[config.mk]
export PLATFORM = sky130hd
export DESIGN_NAME = instr_fetch_unit
export DESIGN_NICKNAME = d
export VERILOG_FILES = /design/src/rtl/instr_fetch_unit.sv
export SDC_FILE = /design/constraint.sdc
export NUM_CORES = 1
export LEC_CHECK = 0
export BUFFER_PORTS_ARGS = -buffer_cell sky130_fd_sc_hd__buf_2
export CORE_MARGIN = 2
export CORE_UTILIZATION = 30
export DETAILED_ROUTE_END_ITERATION = 6
export PLACE_DENSITY = 0.54
export SYNTH_ARGS = -nofsm -noshare
export SYNTH_HDL_FRONTEND = slang
export SYNTH_SLANG_ARGS = --single-unit
[constraint.sdc]
create_clock -name clk -period 9.5 [get_ports clk]
set_input_delay 0.95 -clock clk [delete_from_list [all_inputs] [get_ports clk]]
set_output_delay 0.95 -clock clk [all_outputs]
set_load 0.02 [all_outputs]
[src/rtl/instr_fetch_unit.sv]
// Instruction fetch: single-outstanding imem reads buffered with their PC into a small FIFO for decode.
// Optional build macro IFETCH_PERF_CNT_EN adds fetch/flush performance counters.
module instr_fetch_unit #(
    parameter int ADDR_W     = 72,
    parameter int INSTR_W    = 60,
    parameter int FIFO_DEPTH = 2
) (
    input  logic               clk,
    input  logic               reset,
    input  logic [ADDR_W-1:0]  pc_in,
    output logic               pc_advance,
    input  logic               redirect,
    output logic               imem_req_valid,
    input  logic               imem_req_ready,
    output logic [ADDR_W-1:0]  imem_req_addr,
    input  logic               imem_resp_valid,
    input  logic [INSTR_W-1:0] imem_resp_data,
    output logic               dec_valid,
    input  logic               dec_ready,
    output logic [INSTR_W-1:0] dec_instr,
    output logic [ADDR_W-1:0]  dec_pc
`ifdef IFETCH_PERF_CNT_EN
    ,
    output logic [31:0]        perf_fetch_cnt,
    output logic [31:0]        perf_flush_cnt
`endif
);

    localparam int PTR_W = (FIFO_DEPTH > 1) ? $clog2(FIFO_DEPTH) : 1;
    localparam int CNT_W = $clog2(FIFO_DEPTH) + 1;
    localparam logic [CNT_W-1:0] DEPTH_C = CNT_W'(FIFO_DEPTH);

    typedef enum logic [1:0] {
        S_IDLE,
        S_REQ,
        S_WAIT
    } state_t;

    state_t             r_state;
    state_t             w_state_nxt;
    logic               r_stale;
    logic               w_stale_nxt;
    logic [ADDR_W-1:0]  r_req_addr;

    logic [ADDR_W-1:0]  r_fifo_pc    [FIFO_DEPTH];
    logic [INSTR_W-1:0] r_fifo_instr [FIFO_DEPTH];
    logic [PTR_W-1:0]   r_wr_ptr;
    logic [PTR_W-1:0]   r_rd_ptr;
    logic [CNT_W-1:0]   r_count;

    logic               w_issue;
    logic               w_push;
    logic               w_pop;
    logic               w_dec_valid;
    logic               w_req_valid;

    // Issue only when IDLE, so the FIFO count alone already reserves a slot for the fetch.
    always_comb begin
        w_state_nxt = r_state;
        w_stale_nxt = r_stale;
        w_issue     = 1'b0;
        w_push      = 1'b0;
        w_req_valid = 1'b0;
        case (r_state)
            S_IDLE: begin
                if ((r_count < DEPTH_C) && !redirect && !reset) begin
                    w_issue     = 1'b1;
                    w_state_nxt = S_REQ;
                end
            end
            S_REQ: begin
                w_req_valid = 1'b1;
                if (redirect) begin
                    w_stale_nxt = 1'b1;
                end
                if (imem_req_ready) begin
                    w_state_nxt = S_WAIT;
                end
            end
            S_WAIT: begin
                if (imem_resp_valid) begin
                    w_push      = !r_stale && !redirect;
                    w_stale_nxt = 1'b0;
                    w_state_nxt = S_IDLE;
                end else if (redirect) begin
                    w_stale_nxt = 1'b1;
                end
            end
            default: begin
                w_state_nxt = S_IDLE;
            end
        endcase
    end

    always_ff @(posedge clk or posedge reset) begin
        if (reset) begin
            r_state    <= S_IDLE;
            r_stale    <= 1'b0;
            r_req_addr <= '0;
        end else begin
            r_state <= w_state_nxt;
            r_stale <= w_stale_nxt;
            if (w_issue) begin
                r_req_addr <= pc_in;
            end
        end
    end

    assign w_dec_valid = (r_count != '0);
    assign w_pop       = w_dec_valid && dec_ready && !redirect;

    // Redirect flushes the buffer and wins over any same-cycle push or pop.
    always_ff @(posedge clk or posedge reset) begin
        if (reset) begin
            r_wr_ptr <= '0;
            r_rd_ptr <= '0;
            r_count  <= '0;
        end else if (redirect) begin
            r_wr_ptr <= '0;
            r_rd_ptr <= '0;
            r_count  <= '0;
        end else begin
            if (w_push) begin
                r_wr_ptr <= r_wr_ptr + PTR_W'(1);
            end
            if (w_pop) begin
                r_rd_ptr <= r_rd_ptr + PTR_W'(1);
            end
            case ({w_push, w_pop})
                2'b10:   r_count <= r_count + CNT_W'(1);
                2'b01:   r_count <= r_count - CNT_W'(1);
                default: r_count <= r_count;
            endcase
        end
    end

    always_ff @(posedge clk) begin
        if (w_push) begin
            r_fifo_pc[r_wr_ptr]    <= r_req_addr;
            r_fifo_instr[r_wr_ptr] <= imem_resp_data;
        end
    end

    assign pc_advance     = w_issue;
    assign imem_req_valid = w_req_valid;
    assign imem_req_addr  = r_req_addr;
    assign dec_valid      = w_dec_valid;
    // Head is masked while empty so the unreset storage never leaks onto the outputs.
    assign dec_instr      = w_dec_valid ? r_fifo_instr[r_rd_ptr] : '0;
    assign dec_pc         = w_dec_valid ? r_fifo_pc[r_rd_ptr]    : '0;

`ifdef IFETCH_PERF_CNT_EN
    always_ff @(posedge clk or posedge reset) begin
        if (reset) begin
            perf_fetch_cnt <= '0;
            perf_flush_cnt <= '0;
        end else begin
            if (w_push) begin
                perf_fetch_cnt <= perf_fetch_cnt + 32'd1;
            end
            if (redirect) begin
                perf_flush_cnt <= perf_flush_cnt + 32'd1;
            end
        end
    end
`endif

endmodule

==> metrics.yaml <==
cp_slowest_cell: "dfrtp_4"
num_vias: 7499
rsz0062_at_grt: "false"
switching_share_pct: 27.3
p_int_mw: 3.18
clockBufferDepth: 3
htree_levels: 2
ys_seq_area_share_pct: 73.9
cts_resized: 0
post-cts-setup-buffers: 0
gr-total-overflow: 0
clock_latency_ps: 540
syn2layout_area_growth_pct: 26.1
finClkSkew_ps: 12.6
synth_nets: 900
gp_congestion: 0.728
p_seq_share_pct: 47.7
core_um2: 44100
numCtsBuffers: 38
drv_slew: 0
die_y_um: 215
crit_path_max_fanout: 34
grt_antenna_before_repair: 1
max-slew-margin-rel_pct: 29.1
grt_max_degree: 75
drtIter0Drc: 294
final_nets: 1257
synth_top_flop_cell: "edfxtp_1"
worstMarginPinSlew_ps: 1060
max_stage_delay_ps: 750
wl_per_cell_um: 17.7
setup_tns_ps: 0
mostFrequentLayoutCells: "344 x buf_2, 264 x edfxtp_1, 135 x nor2_1"
worstPathArrival_ps: 3120
crit_chain: "buf_4 > buf_4 > mux2i_1 > nor2_1 > buf_2"
yosysWarnings: 0
p_switching_mw: 1.19
cp_common_cell: "buf_4"
path_class: "reg -> out"
root_buffer: "clkbuf_16"
maxCapViolCount: 0
drive_gt1_share_pct: 42.9
drc: 0
critPathCaptureType: "output pin"
max_freq_ghz: 0.245
rows: 77
fin_util_pct: 38.3
grt_pass1_wl_mm: 47.0
clkPwrFrac_pct: 33.3
io_pins: 345
syn_area_um2: 13400
hp-class: "in -> async"
initial_core_util_pct: 30.4
power_density_nw_per_um2: 258
final_antenna_net_count: 0
r2r-start: "r_state[0]"
synth_cell_types: 28
cts_tree: "built"
cpLargestDelayFamily: "buffers and inverters"
final_hold_viol_count: 0
ys_ff_latch: 343
grt_pass1_vias: 7793
synth.area.top_cells: "edfxtp_1 59%, dfrtp_1 15%, mux2i_1 9.9%"
setup_viol: 0
dp_hpwl_mm: 19.6
fin_crit_sh_pct: 42.9
worstPathRequired_ps: 8550
cp.buffers_inverters: 3
p_comb_share_pct: 19.1
first_pass_iters: 4
routed_wl_mm: 30.8
yosysTopAreaCellShare_pct: 59.1
status: "completed"
ir_worst_vdd_mv: 0.189
cp-start-kind: "flip-flop"
synthCells: 757
synth-edff-count: 264
clock-sinks: 343
dpl_worst_slack_ps: 5870
hold_buffers: 0
yosys.area.top_type: "edfxtp_1"
fin_ws_ps: 5430
die_w_um: 215
final_common_cell: "buf_2"
io_buffers: 344
crit_start: "r_rd_ptr"
min_period_ps: 4070
vias_per_cell: 4.32
p_leak_nw: 6.62
dieArea_um2: 46400
avgSynthCellArea_um2: 17.7
antenna_cells: 0
gr-usage-all-layers_pct: 13.3
cts.clk_slew.worst_paths_ps: 60
synth-async-reset-ratio_pct: 23.0
-- synthesized netlist by cell type (5+ instances only) --
cell	number
mux2_4	69
ha_1	5
edfxtp_1	264
buf_12	8
dfrtp_1	79
buf_2	23
mux2_2	6
nor2_1	137
inv_1	8
clkbuf_1	6
mux2i_1	132
-- through the flow --
| stage | instance area [µm²] | hold slack, ps | total power, mW | instances |
|---|---|---|---|---|
| 6_report | 16900 | 423 | 4.37 | 1736 |
| 5_1_grt | 16900 | 405 | 4.58 | 1736 |
| 4_1_cts | 16900 | 405 | 4.44 | 1736 |
| 3_5_place_dp | 15700 | 481 | 2.96 | 1666 |
| 3_3_place_gp | 15700 | 478 | 2.94 | 1666 |
| 2_1_floorplan | 13400 | 506 | 2.64 | 757 |
-- path summary, 6_finish.rpt --
check / end / slack (ps) / depth (start not counted)
max reg2reg: r_fifo_pc[0][20] / 6620 / 5
min: imem_req_addr[66] / 420 / 2
min in group clk: r_fifo_pc[0][14] / 490 / 0
max: dec_pc[24] / 5430 / 5
max in group asynchronous: imem_req_addr[12] / 7880 / 3
min reg2reg: r_fifo_pc[0][14] / 490 / 0
-- kinds of logic after synthesis --
kind of cell / Yosys count / synth area share, %
xor gates and xnor gates: 2 / 0.131
and+or+nand+nor: 144 / 4.36
muxes: 207 / 18.1
DFF: 343 / 73.9
adders and majority gates: 5 / 0.467
buffers and inverters: 47 / 2.61
AOI/OAI and AO/OA: 9 / 0.467
-- per-layer routing --
metal	global-route usage, %	up-vias	share of wire (%)
li1	-	3494	-
met1	17.7	3697	44
met2	20.7	263	46
met3	4.24	43	7.3
met4	3.82	2	2.1
met5	0	-	0.042
-- state kept, by name, indices dropped and copies added, names as in the netlist --
name / cells
imem_req_addr: 72
r_count: 2
r_fifo_instr: 120
r_fifo_pc: 144
r_rd_ptr: 1
r_stale: 1
r_state: 2
r_wr_ptr: 1
-- power by group through the flow --
| stage | clock network [mW] | logic [mW] | registers, mW |
|---|---|---|---|
| floorplan | 0 | 0.390 | 2.25 |
| CTS | 1.50 | 0.848 | 2.09 |
| finish | 1.45 | 0.833 | 2.08 |
| detailed placement | 0 | 0.844 | 2.12 |
| global route | 1.57 | 0.885 | 2.12 |
| global placement | 0 | 0.835 | 2.11 |
-- area by class of cell --
cell class | instances | area (µm²)
flip-flops and latches | 343 | 9910
repair buffers | 356 | 1810
fillers | 4200 | 27200
clock buffers | 61 | 1120
well taps | 592 | 741
inverters | 8 | 32.5
clock inverters | 9 | 126
multi-input cells | 367 | 3170
No activity file was read; power rests on OpenSTA's default activity.
